### src/rtl/ctrl_fsm_mc.sv
// Multi-cycle RV32I control FSM: decodes the instruction fields, sequences the
// datapath through IF/ID/EX/MEM/WB and traps on illegal encodings or stalled
// ALU / data-memory handshakes.
//
//   state | meaning
//   IF    | fetch; PC advances only in the IF right after a retire
//   ID    | decode, latch ALU/mux/memory controls
//   EX    | ALU running, wait for alu_valid
//   MEM   | data memory access, wait for dm_ready
//   WB    | register write strobe and retire pulse
//   TRAP  | illegal instruction or timeout, held until rst
module ctrl_fsm_mc #(
  parameter int XLEN     = 32,
  parameter int ALU_OP_W = 5,
  parameter int TIMEOUT  = 16
) (
  input  logic                clk,
  input  logic                rst,
  input  logic [6:0]          opcode,
  input  logic [2:0]          func3,
  input  logic [6:0]          func7,
  input  logic                alu_valid,
  input  logic                branch_taken,
  input  logic                dm_ready,
  output logic [ALU_OP_W-1:0] alu_op,
  output logic                alu_en,
  output logic [1:0]          port_a_sel,
  output logic                port_b_sel,
  output logic [2:0]          imm_sel,
  output logic                reg_read_en,
  output logic                reg_write_en,
  output logic [1:0]          write_mux_sel,
  output logic                pc_mux_sel,
  output logic                pc_stall,
  output logic                dm_read_en,
  output logic                dm_write_en,
  output logic [2:0]          load_store_op,
  output logic                retire,
  output logic                illegal_insn,
  output logic                timeout_err
);

  if (XLEN != 32 || TIMEOUT < 2) begin : g_param_chk
    $error("ctrl_fsm_mc: XLEN must be 32 and TIMEOUT at least 2");
  end

  localparam int CNT_W = $clog2(TIMEOUT);
  localparam logic [CNT_W-1:0] CNT_LOAD = CNT_W'(TIMEOUT - 1);

  localparam logic [ALU_OP_W-1:0] OP_ADD  = ALU_OP_W'(5'b00001);
  localparam logic [ALU_OP_W-1:0] OP_SUB  = ALU_OP_W'(5'b00011);
  localparam logic [ALU_OP_W-1:0] OP_AND  = ALU_OP_W'(5'b01010);
  localparam logic [ALU_OP_W-1:0] OP_OR   = ALU_OP_W'(5'b01100);
  localparam logic [ALU_OP_W-1:0] OP_XOR  = ALU_OP_W'(5'b01101);
  localparam logic [ALU_OP_W-1:0] OP_SLL  = ALU_OP_W'(5'b01110);
  localparam logic [ALU_OP_W-1:0] OP_SRL  = ALU_OP_W'(5'b01111);
  localparam logic [ALU_OP_W-1:0] OP_SRA  = ALU_OP_W'(5'b10000);
  localparam logic [ALU_OP_W-1:0] OP_SLT  = ALU_OP_W'(5'b10001);
  localparam logic [ALU_OP_W-1:0] OP_SLTU = ALU_OP_W'(5'b10010);
  localparam logic [ALU_OP_W-1:0] OP_ADDR = ALU_OP_W'(5'b11000);

  typedef enum logic [5:0] {
    S_IF   = 6'b000001,
    S_ID   = 6'b000010,
    S_EX   = 6'b000100,
    S_MEM  = 6'b001000,
    S_WB   = 6'b010000,
    S_TRAP = 6'b100000
  } state_t;

  typedef enum logic [2:0] {
    C_ALU, C_LOAD, C_STORE, C_BRANCH, C_JUMP, C_LUI
  } cls_t;

  state_t                state;
  cls_t                  cls_q;
  logic [CNT_W-1:0]      wait_cnt;

  logic                  dec_ok;
  cls_t                  dec_cls;
  logic [ALU_OP_W-1:0]   dec_op;
  logic [1:0]            dec_a;
  logic                  dec_b;
  logic [2:0]            dec_imm;
  logic [2:0]            dec_ls;
  logic                  dec_rd;
  logic                  alt;

  // Instruction decode from the stable opcode/func fields
  always_comb begin
    dec_ok  = 1'b1;
    dec_cls = C_ALU;
    dec_op  = OP_ADD;
    dec_a   = 2'b01;
    dec_b   = 1'b0;
    dec_imm = 3'b000;
    dec_ls  = 3'b000;
    dec_rd  = 1'b1;
    alt     = (func7 == 7'b0100000);
    case (opcode)
      7'b0110011, 7'b0010011: begin
        if (opcode == 7'b0010011) begin
          dec_b   = 1'b1;
          dec_imm = 3'b001;
        end
        case (func3)
          3'b000: dec_op = (opcode == 7'b0110011 && alt) ? OP_SUB : OP_ADD;
          3'b001: dec_op = OP_SLL;
          3'b010: dec_op = OP_SLT;
          3'b011: dec_op = OP_SLTU;
          3'b100: dec_op = OP_XOR;
          3'b101: dec_op = alt ? OP_SRA : OP_SRL;
          3'b110: dec_op = OP_OR;
          default: dec_op = OP_AND;
        endcase
        // R-type checks func7 for every func3; I-type only for shifts
        if (opcode == 7'b0110011 || func3 == 3'b001 || func3 == 3'b101) begin
          if (!(func7 == 7'b0000000 ||
                (alt && (func3 == 3'b101 || (func3 == 3'b000 && opcode == 7'b0110011)))))
            dec_ok = 1'b0;
        end
      end
      7'b0000011: begin
        dec_cls = C_LOAD;
        dec_op  = OP_ADDR;
        dec_b   = 1'b1;
        dec_imm = 3'b001;
        case (func3)
          3'b000:  dec_ls = 3'b100;
          3'b001:  dec_ls = 3'b101;
          3'b010:  dec_ls = 3'b000;
          3'b100:  dec_ls = 3'b110;
          3'b101:  dec_ls = 3'b111;
          default: dec_ok = 1'b0;
        endcase
      end
      7'b0100011: begin
        dec_cls = C_STORE;
        dec_op  = OP_ADDR;
        dec_b   = 1'b1;
        dec_imm = 3'b010;
        case (func3)
          3'b000:  dec_ls = 3'b001;
          3'b001:  dec_ls = 3'b010;
          3'b010:  dec_ls = 3'b011;
          default: dec_ok = 1'b0;
        endcase
      end
      7'b1100011: begin
        dec_cls = C_BRANCH;
        dec_a   = 2'b10;
        dec_b   = 1'b1;
        dec_imm = 3'b011;
        if (func3 == 3'b010 || func3 == 3'b011) dec_ok = 1'b0;
      end
      7'b1101111: begin
        dec_cls = C_JUMP;
        dec_a   = 2'b10;
        dec_b   = 1'b1;
        dec_imm = 3'b101;
        dec_rd  = 1'b0;
      end
      7'b1100111: begin
        dec_cls = C_JUMP;
        dec_b   = 1'b1;
        dec_imm = 3'b001;
        if (func3 != 3'b000) dec_ok = 1'b0;
      end
      7'b0010111: begin
        dec_a   = 2'b10;
        dec_b   = 1'b1;
        dec_imm = 3'b100;
        dec_rd  = 1'b0;
      end
      7'b0110111: begin
        dec_cls = C_LUI;
        dec_a   = 2'b00;
        dec_b   = 1'b1;
        dec_imm = 3'b100;
        dec_rd  = 1'b0;
      end
      default: dec_ok = 1'b0;
    endcase
  end

  // State sequencing with all outputs registered alongside the state
  always_ff @(posedge clk) begin
    if (rst) begin
      state         <= S_IF;
      cls_q         <= C_ALU;
      wait_cnt      <= '0;
      alu_op        <= '0;
      alu_en        <= 1'b0;
      port_a_sel    <= 2'b00;
      port_b_sel    <= 1'b0;
      imm_sel       <= 3'b000;
      reg_read_en   <= 1'b0;
      reg_write_en  <= 1'b0;
      write_mux_sel <= 2'b00;
      pc_mux_sel    <= 1'b0;
      pc_stall      <= 1'b1;
      dm_read_en    <= 1'b0;
      dm_write_en   <= 1'b0;
      load_store_op <= 3'b000;
      retire        <= 1'b0;
      illegal_insn  <= 1'b0;
      timeout_err   <= 1'b0;
    end else begin
      case (state)
        S_IF: begin
          alu_en       <= 1'b0;
          dm_read_en   <= 1'b0;
          dm_write_en  <= 1'b0;
          reg_write_en <= 1'b0;
          reg_read_en  <= 1'b0;
          retire       <= 1'b0;
          pc_mux_sel   <= 1'b0;
          pc_stall     <= 1'b1;
          state        <= S_ID;
        end
        S_ID: begin
          if (!dec_ok) begin
            illegal_insn <= 1'b1;
            state        <= S_TRAP;
          end else begin
            alu_op        <= dec_op;
            port_a_sel    <= dec_a;
            port_b_sel    <= dec_b;
            imm_sel       <= dec_imm;
            load_store_op <= dec_ls;
            reg_read_en   <= dec_rd;
            cls_q         <= dec_cls;
            if (dec_cls == C_LUI) begin
              write_mux_sel <= 2'b11;
              reg_write_en  <= 1'b1;
              retire        <= 1'b1;
              state         <= S_WB;
            end else begin
              alu_en   <= 1'b1;
              wait_cnt <= CNT_LOAD;
              state    <= S_EX;
            end
          end
        end
        S_EX: begin
          if (alu_valid) begin
            alu_en <= 1'b0;
            case (cls_q)
              C_LOAD: begin
                dm_read_en <= 1'b1;
                wait_cnt   <= CNT_LOAD;
                state      <= S_MEM;
              end
              C_STORE: begin
                dm_write_en <= 1'b1;
                wait_cnt    <= CNT_LOAD;
                state       <= S_MEM;
              end
              C_BRANCH: begin
                pc_mux_sel <= branch_taken;
                retire     <= 1'b1;
                pc_stall   <= 1'b0;
                state      <= S_IF;
              end
              C_JUMP: begin
                write_mux_sel <= 2'b10;
                pc_mux_sel    <= 1'b1;
                reg_write_en  <= 1'b1;
                retire        <= 1'b1;
                state         <= S_WB;
              end
              default: begin
                write_mux_sel <= 2'b00;
                reg_write_en  <= 1'b1;
                retire        <= 1'b1;
                state         <= S_WB;
              end
            endcase
          end else if (wait_cnt == '0) begin
            alu_en      <= 1'b0;
            reg_read_en <= 1'b0;
            timeout_err <= 1'b1;
            state       <= S_TRAP;
          end else begin
            wait_cnt <= wait_cnt - CNT_W'(1);
          end
        end
        S_MEM: begin
          if (dm_ready) begin
            dm_read_en  <= 1'b0;
            dm_write_en <= 1'b0;
            retire      <= 1'b1;
            if (cls_q == C_LOAD) begin
              write_mux_sel <= 2'b01;
              reg_write_en  <= 1'b1;
              state         <= S_WB;
            end else begin
              pc_stall <= 1'b0;
              state    <= S_IF;
            end
          end else if (wait_cnt == '0) begin
            dm_read_en  <= 1'b0;
            dm_write_en <= 1'b0;
            reg_read_en <= 1'b0;
            timeout_err <= 1'b1;
            state       <= S_TRAP;
          end else begin
            wait_cnt <= wait_cnt - CNT_W'(1);
          end
        end
        S_WB: begin
          reg_write_en <= 1'b0;
          retire       <= 1'b0;
          pc_stall     <= 1'b0;
          state        <= S_IF;
        end
        default: begin
          alu_en       <= 1'b0;
          reg_read_en  <= 1'b0;
          reg_write_en <= 1'b0;
          dm_read_en   <= 1'b0;
          dm_write_en  <= 1'b0;
          retire       <= 1'b0;
          pc_stall     <= 1'b1;
          state        <= S_TRAP;
        end
      endcase
    end
  end

endmodule
### config.mk
export PLATFORM = sky130hd
export DESIGN_NAME = ctrl_fsm_mc
export DESIGN_NICKNAME = d
export VERILOG_FILES = /design/src/rtl/ctrl_fsm_mc.sv
export SDC_FILE = /design/constraint.sdc
export NUM_CORES = 1
export LEC_CHECK = 0
export BUFFER_PORTS_ARGS = -buffer_cell sky130_fd_sc_hd__clkbuf_2
export CAP_MARGIN = 40
export CELL_PAD_IN_SITES_DETAIL_PLACEMENT = 1
export CELL_PAD_IN_SITES_GLOBAL_PLACEMENT = 1
export CORE_MARGIN = 3
export CORE_UTILIZATION = 30
export CTS_CLUSTER_DIAMETER = 40
export DETAILED_ROUTE_END_ITERATION = 8
export PLACE_DENSITY = 0.73
export SLEW_MARGIN = 20
export SYNTH_ARGS = -nofsm -noshare
export SYNTH_HDL_FRONTEND = slang
export SYNTH_SLANG_ARGS = --single-unit
### constraint.sdc
create_clock -name clk -period 2.2 [get_ports clk]
set_input_delay 0.11 -clock clk [delete_from_list [all_inputs] [get_ports clk]]
set_output_delay 0.11 -clock clk [all_outputs]
set_load 0.02 [all_outputs]
* After elaboration in Yosys (flattened, before gate mapping)
Index checks and enable logic that the tools add are counted.
** Word-level totals
- Bits of input ports :: 22
- Output and inout bits :: 26
- Register bits after elaboration :: 39
- Word-level logic and storage cells :: 193
** Operators by class
- Bitwise logic cells :: 5
- Equal/unequal tests :: 44
- Muxes and demuxes :: 82
- Add/sub/neg operators :: 1
- Reduce and logical (&&, ||, !) cells :: 42
** Operators with widths (count)
- $mux 1 :: 38
- $pmux 5 s7 :: 1
- $pmux 6 s5 :: 1
- $eq 7x6->1 const B :: 4
- $mux 4 :: 6
- $mux 6 :: 4
- $ne 2x2->1 const B :: 12
- $eq 7x7->1 const B :: 3
- $pmux 5 s2 :: 2
- $pmux 3 s6 :: 1
- $reduce_and 4->1 :: 4
- $reduce_or 2->1 :: 8
- $eq 3x3->1 const B :: 5
- $mux 5 :: 3
- $pmux 1 s3 :: 5
- $pmux 3 s5 :: 1
- $reduce_and 5->1 :: 3
- $eq 7x5->1 const B :: 2
- $eq 3x2->1 const B :: 4
- $mux 2 :: 6
- $pmux 2 s3 :: 2
- $pmux 3 s4 :: 1
- $pmux 4 s3 :: 1
- $reduce_or 3->1 :: 4
- other kinds (30) :: 53

* Longest topological paths before layout
- Word-level depth :: 10
- Depth in mapped cells :: 9
- Gate-level depth less buffers :: 6

* Worst setup path before layout
Ideal clock, no wire load.
- Path type :: flip-flop to flip-flop
- Start :: register state[1]
- End :: register pc_stall
- Setup time :: 120 ps
- Period minus slack after synthesis :: 1964 ps
- Buffers on the path :: 2
- Arrival time :: 1844 ps
- Cell stages (with the launch flop) :: 9
- Path slack :: 236 ps
- Data required time :: 2080 ps
- Cells stage by stage :: dfxtp_1 -> or4_1 -> buf_2 -> nor2_4 -> buf_2 -> a21oi_1 -> o21ai_1 -> nor4_1 -> a211o_1
** Between the ends
- Word-level cells in the longest chain between the ends :: 3
- Elaborated cells between the ends (all ways) :: 11
- Those cells by class :: eq/ne (8); mux (1); bitwise (1); reduce/logical (1)
** Ends and longest elaborated chain
- start: declaration :: RTL line 75 : state_t state;
- start signal: assignment :: RTL line 189 : state <= S_IF;
- start signal: assignment :: RTL line 219 : state <= S_ID;
- start signal: assignment :: RTL line 224 : state <= S_TRAP;
- $eq 6x3->1 (tied with other cells) :: RTL line 209 : case (state)
- $ne 2x1->1 (no source line) (tied with other cells)
- $reduce_and 5->1 (no source line)
- end signal: assignment :: RTL line 201 : pc_stall <= 1'b1;
- end signal: assignment :: RTL line 218 : pc_stall <= 1'b1;
- end signal: assignment :: RTL line 262 : pc_stall <= 1'b0;
- end: declaration :: RTL line 34 : output logic pc_stall,
Parallel ways exist; a longest one is shown, timed or not.
A chain may end at the register's enable or synchronous reset.

* Final worst setup path
- Start :: register state[1]
- End :: register write_mux_sel[1]
** Between the ends
- Word-level cells in the longest chain between the ends :: 3
- Elaborated cells between the ends (all ways) :: 12
- Those cells by class :: eq/ne (9); mux (1); reduce/logical (2)
** Ends and longest elaborated chain
- $eq 6x4->1 (tied with other cells) :: RTL line 209
- $ne 2x2->1 (no source line) / $reduce_bool 3->1 (equally long branches)
- $reduce_and 7->1 (no source line)
- end signal: assignment :: RTL line 199 : write_mux_sel <= 2'b00;
- end signal: assignment :: RTL line 234 : write_mux_sel <= 2'b11;
- end signal: assignment :: RTL line 266 : write_mux_sel <= 2'b10;
- end: declaration :: RTL line 32 : output logic [1:0] write_mux_sel,
Parallel ways exist; a longest one is shown, timed or not.

==> summary.txt <==
Status
  • Status: completed

STA
  • Fin crit share: 92.9%
  • Fmax: a little under 500 MHz
  • Setup WS post-layout: between 150 and 200 ps
  • Hold Fails Final Rpt: 0
  • Skew final: about 9 ps
  • Final slew viol count: 0
  • # setup viols final: 0
  • Rel. slew slack: 48.6%
  • Tmin final: 2040 ps
  • Worst slew pin tran: around 770 ps
  • RSZ-0062 raised after global routing: no

Worst setup path
  • CP max FO: 6
  • Max stage delay cell, worst path: or4_4
  • FF-to-FF path depth: 6
  • Crit path arrival time: around 2200 ps
  • Reg2Reg Setup Slack: approximately 160 ps
  • CP max stage delay: between 600 and 700 ps
  • Worst EP required: approximately 2300 ps
  • CP startpoint kind: flip-flop
  • R2R Path End: write_mux_sel[1]$_SDFFE_PP0P_
  • CP Buf/Inv Count: 0
  • Cell family with most CP delay: compound AO/OA/AOI/OAI gates
  • Kind of critical path: reg -> reg
  • CP cell instances: or4_4, o311ai_0, a21oi_1, o21a_1, nand2b_1, a221oi_1
  • Worst reg2reg path startpoint: state[1]$_SDFF_PP0_
  • Crit end category: flip-flop

Synthesis
  • Post-Syn Nets: 324
  • Part of the Yosys area used for sequential elements: approximately a third
  • Post-synthesis register bit count: 39
  • Synth area leaders: dfxtp_1 (33%), a21oi_1 (6.4%), nor2_1 (5.1%)
  • Share of the synthesized area in the top cell type: 33.3%
  • Synthesized area per cell: just under 8 um^2
  • YS warnings: 0
  • Synth Cell Area: 0.00234 mm^2
  • Synth Instances: roughly 300
  • Synth cell types: 63
  • Post-synth top flop: dfxtp_1
  • EDFF count, synth: 0
  • Largest area contributor in the netlist: dfxtp_1
  • Asr flop ratio synth: 0%

Global routing
  • First-pass GRT wire length: 11,800 um
  • Initial antenna violation count: 0
  • Overall routing resource usage: between 10% and 20%
  • Vias in the first global route: 2,402
  • Largest net degree at the start of global routing: 38
  • Remaining global-route overflow: 0

Floorplanning
  • Ports: 48
  • # rows: 31
  • Die W: ~94 um
  • Initial core utilization: between 30% and 40%
  • Core area: between 0.007 and 0.008 mm^2
  • Full die area: a little under 0.009 mm^2
  • Die height: 94.4 um

Drt
  • Post-route ant nets: 0
  • Vias per inst: 5.38
  • Routed WL per cell: approximately 15 um
  • Via count: 2,434
  • DRC: 0
  • Initial drt markers: 96
  • Drt first pass iters: 4
  • Final WL: a little under 7000 um

Place
  • Detailed placement HPWL: around 5300 um
  • Count of port buffers added during placement: 47
  • Gpl congestion: between 0.8 and 0.9
  • Placement Setup Slack: -13.9 ps

Clock tree
  • TritonCTS Buffers: 5
  • Sink Count: 39
  • CTS H-Tree Depth: 2
  • CTS tree: yes
  • # hold bufs at CTS: 0
  • Clock Tree Buf Depth: 2
  • Clock latency on the worst-skew pair: slightly below 300 ps
  • Clk slew on worst S/H paths: 80 ps
  • CTS root buf: clkbuf_8

Finish
  • Area of the multi-input gates: about 0.0015 mm^2
  • N_diodes: 0
  • Sequential Area: about 780 um^2
  • # fillers: roughly 940
  • Layout cells sized above 1: between 20% and 30%
  • Layout Nets: between 300 and 400
  • Area delta synth->final: 21.7%

Pwr
  • Total power: 1.40 mW
  • Sequential share of power: roughly half
  • PD cells: just under 500 mW/mm^2
  • Sw frac: about a quarter
  • Leakage: 1.06 nW
  • VDD IR max: roughly 0.20 mV
  • P_int: between 1 and 1.5 mW
  • Combinational power share: around an eighth
  • Clk network pwr share: a little over a third
  • P_sw: about 0.37 mW

Min path
  • Worst hold-check path type: in -> reg
  • Worst min-delay path startpoint: opcode[0]
  • Hold Crit Depth: 3
  • WHS Endpoint: port_a_sel[1]$_SDFFE_PP0P_

Flow run
  • Max-Cap Viols: 0
## layout make-up
type                            instances  share of cell area (%)
Timing Repair Buffer                   64                    12.7
Clock buffer                            6                    2.90
Inverter                               12                    1.58
Multi-Input combinational cell        231                    50.9
Sequential cell                        39                    27.4
Clock inverter                          1                   0.176
Tap cell                               99                    4.34
## worst register-to-register path, cell delays in order (launching register included)
cell	delay (ps)
dfxtp_1	340
or4_4	610
o311ai_0	330
a21oi_1	120
o21a_1	250
nand2b_1	150
a221oi_1	100
## placed cells by master (no fill, tap or decap), types with 4 or more instances in the layout
| cell | n |
|---|---|
| a211oi_1 | 4 |
| a21oi_1 | 30 |
| a31oi_1 | 5 |
| buf_4 | 17 |
| clkbuf_2 | 47 |
| clkbuf_8 | 6 |
| dfxtp_1 | 39 |
| inv_1 | 12 |
| nand2_1 | 26 |
| nand2b_1 | 5 |
| nand3_1 | 7 |
| nand3b_1 | 5 |
| nand4_1 | 4 |
| nor2_1 | 32 |
| nor2b_1 | 8 |
| nor3_1 | 16 |
| nor3b_1 | 6 |
| o21ai_0 | 16 |
| o31ai_1 | 4 |
## worst max-delay path by stage
stage	startpoint	end	slack (ps)	cells after the start
after detailed placement	state[1]$_SDFF_PP0_	wait_cnt[0]$_SDFFE_PP0P_	-10	6
after floorplan	state[1]$_SDFF_PP0_	pc_stall$_SDFFE_PP1P_	240	8
final	state[1]$_SDFF_PP0_	write_mux_sel[1]$_SDFFE_PP0P_	160	6
after global placement	state[1]$_SDFF_PP0_	wait_cnt[1]$_SDFFE_PP0P_	90	6
after global routing	state[1]$_SDFF_PP0_	wait_cnt[0]$_SDFFE_PP0P_	3	6
after CTS	wait_cnt[0]$_SDFFE_PP0P_	dm_write_en$_SDFFE_PP0P_	30	6
## metrics by stage
step           TNS, ps  hold slack [ps]  instance area [um^2]  utilization [%]  std cells
3_5_place_dp     -16.7              398                  2730             36.8        442
5_1_grt              0             86.2                  2850             38.5        452
4_1_cts              0             72.6                  2830             38.1        450
2_1_floorplan        0              214                  2340                -        301
3_3_place_gp         0              385                  2730             36.8        442
6_report             0             81.0                  2850             38.5        452
## registers in the layout (all words and copies together) (netlist names), 2 cells and up
register / cells
state: 6
imm_sel: 3
alu_op: 5
load_store_op: 3
wait_cnt: 4
write_mux_sel: 2
cls_q: 3
port_a_sel: 2
## synthesized netlist by cell type (all sizes together) (3+ instances only)
library cell,count
a211oi,5
nand2b,5
clkbuf,13
nor3,17
nor4,4
nand4,4
a31oi,6
a221oi,3
nand2,26
inv,12
buf,6
and2,3
nor2,33
o21ai,17
nor2b,8
and3b,3
o31ai,4
nand3,7
or3,3
dfxtp,39
a21oi,30
nand3b,5
nor3b,6
## routing by layer
layer  global-route usage [%]  part of all wire (%)  vias to the layer above
met5                        0                     0                        -
met4                     4.69                  0.87                        0
met3                     2.47                   3.5                        4
met2                     26.7                    48                       40
met1                     22.6                    48                     1183
li1                         -                     -                     1207
## cells by family (layout without fill, tap and decap cells)
| kind of cell | Yosys count | count (layout) | synth area share (%) |
|---|---|---|---|
| AND/OR/NAND/NOR | 134 | 134 | 31.3 |
| AO/OA/AOI/OAI | 92 | 92 | 27.9 |
| flip-flops | 39 | 39 | 33.3 |
| buffers and inverters | 31 | 83 | 5.34 |
| XOR/XNOR | 3 | 3 | 1.12 |
| adder cells (fa/ha/maj) | 1 | 1 | 0.534 |
| multiplexers | 1 | 1 | 0.427 |
## power groups by stage
stage	Combinational (mW)	Clock (mW)	Sequential, mW
after floorplan	0.113	0	0.742
after detailed placement	0.180	0	0.741
after global routing	0.205	0.545	0.726
after global placement	0.175	0	0.740
final	0.183	0.491	0.725
after CTS	0.182	0.512	0.724
## what timing repair did
action,4_1_cts,5_1_grt
pin swaps,1,2
resized for setup,1,2
endpoints found under the setup margin,3,7
setup buffers,1,2
Note: power is estimated with default switching activity, not from simulation.
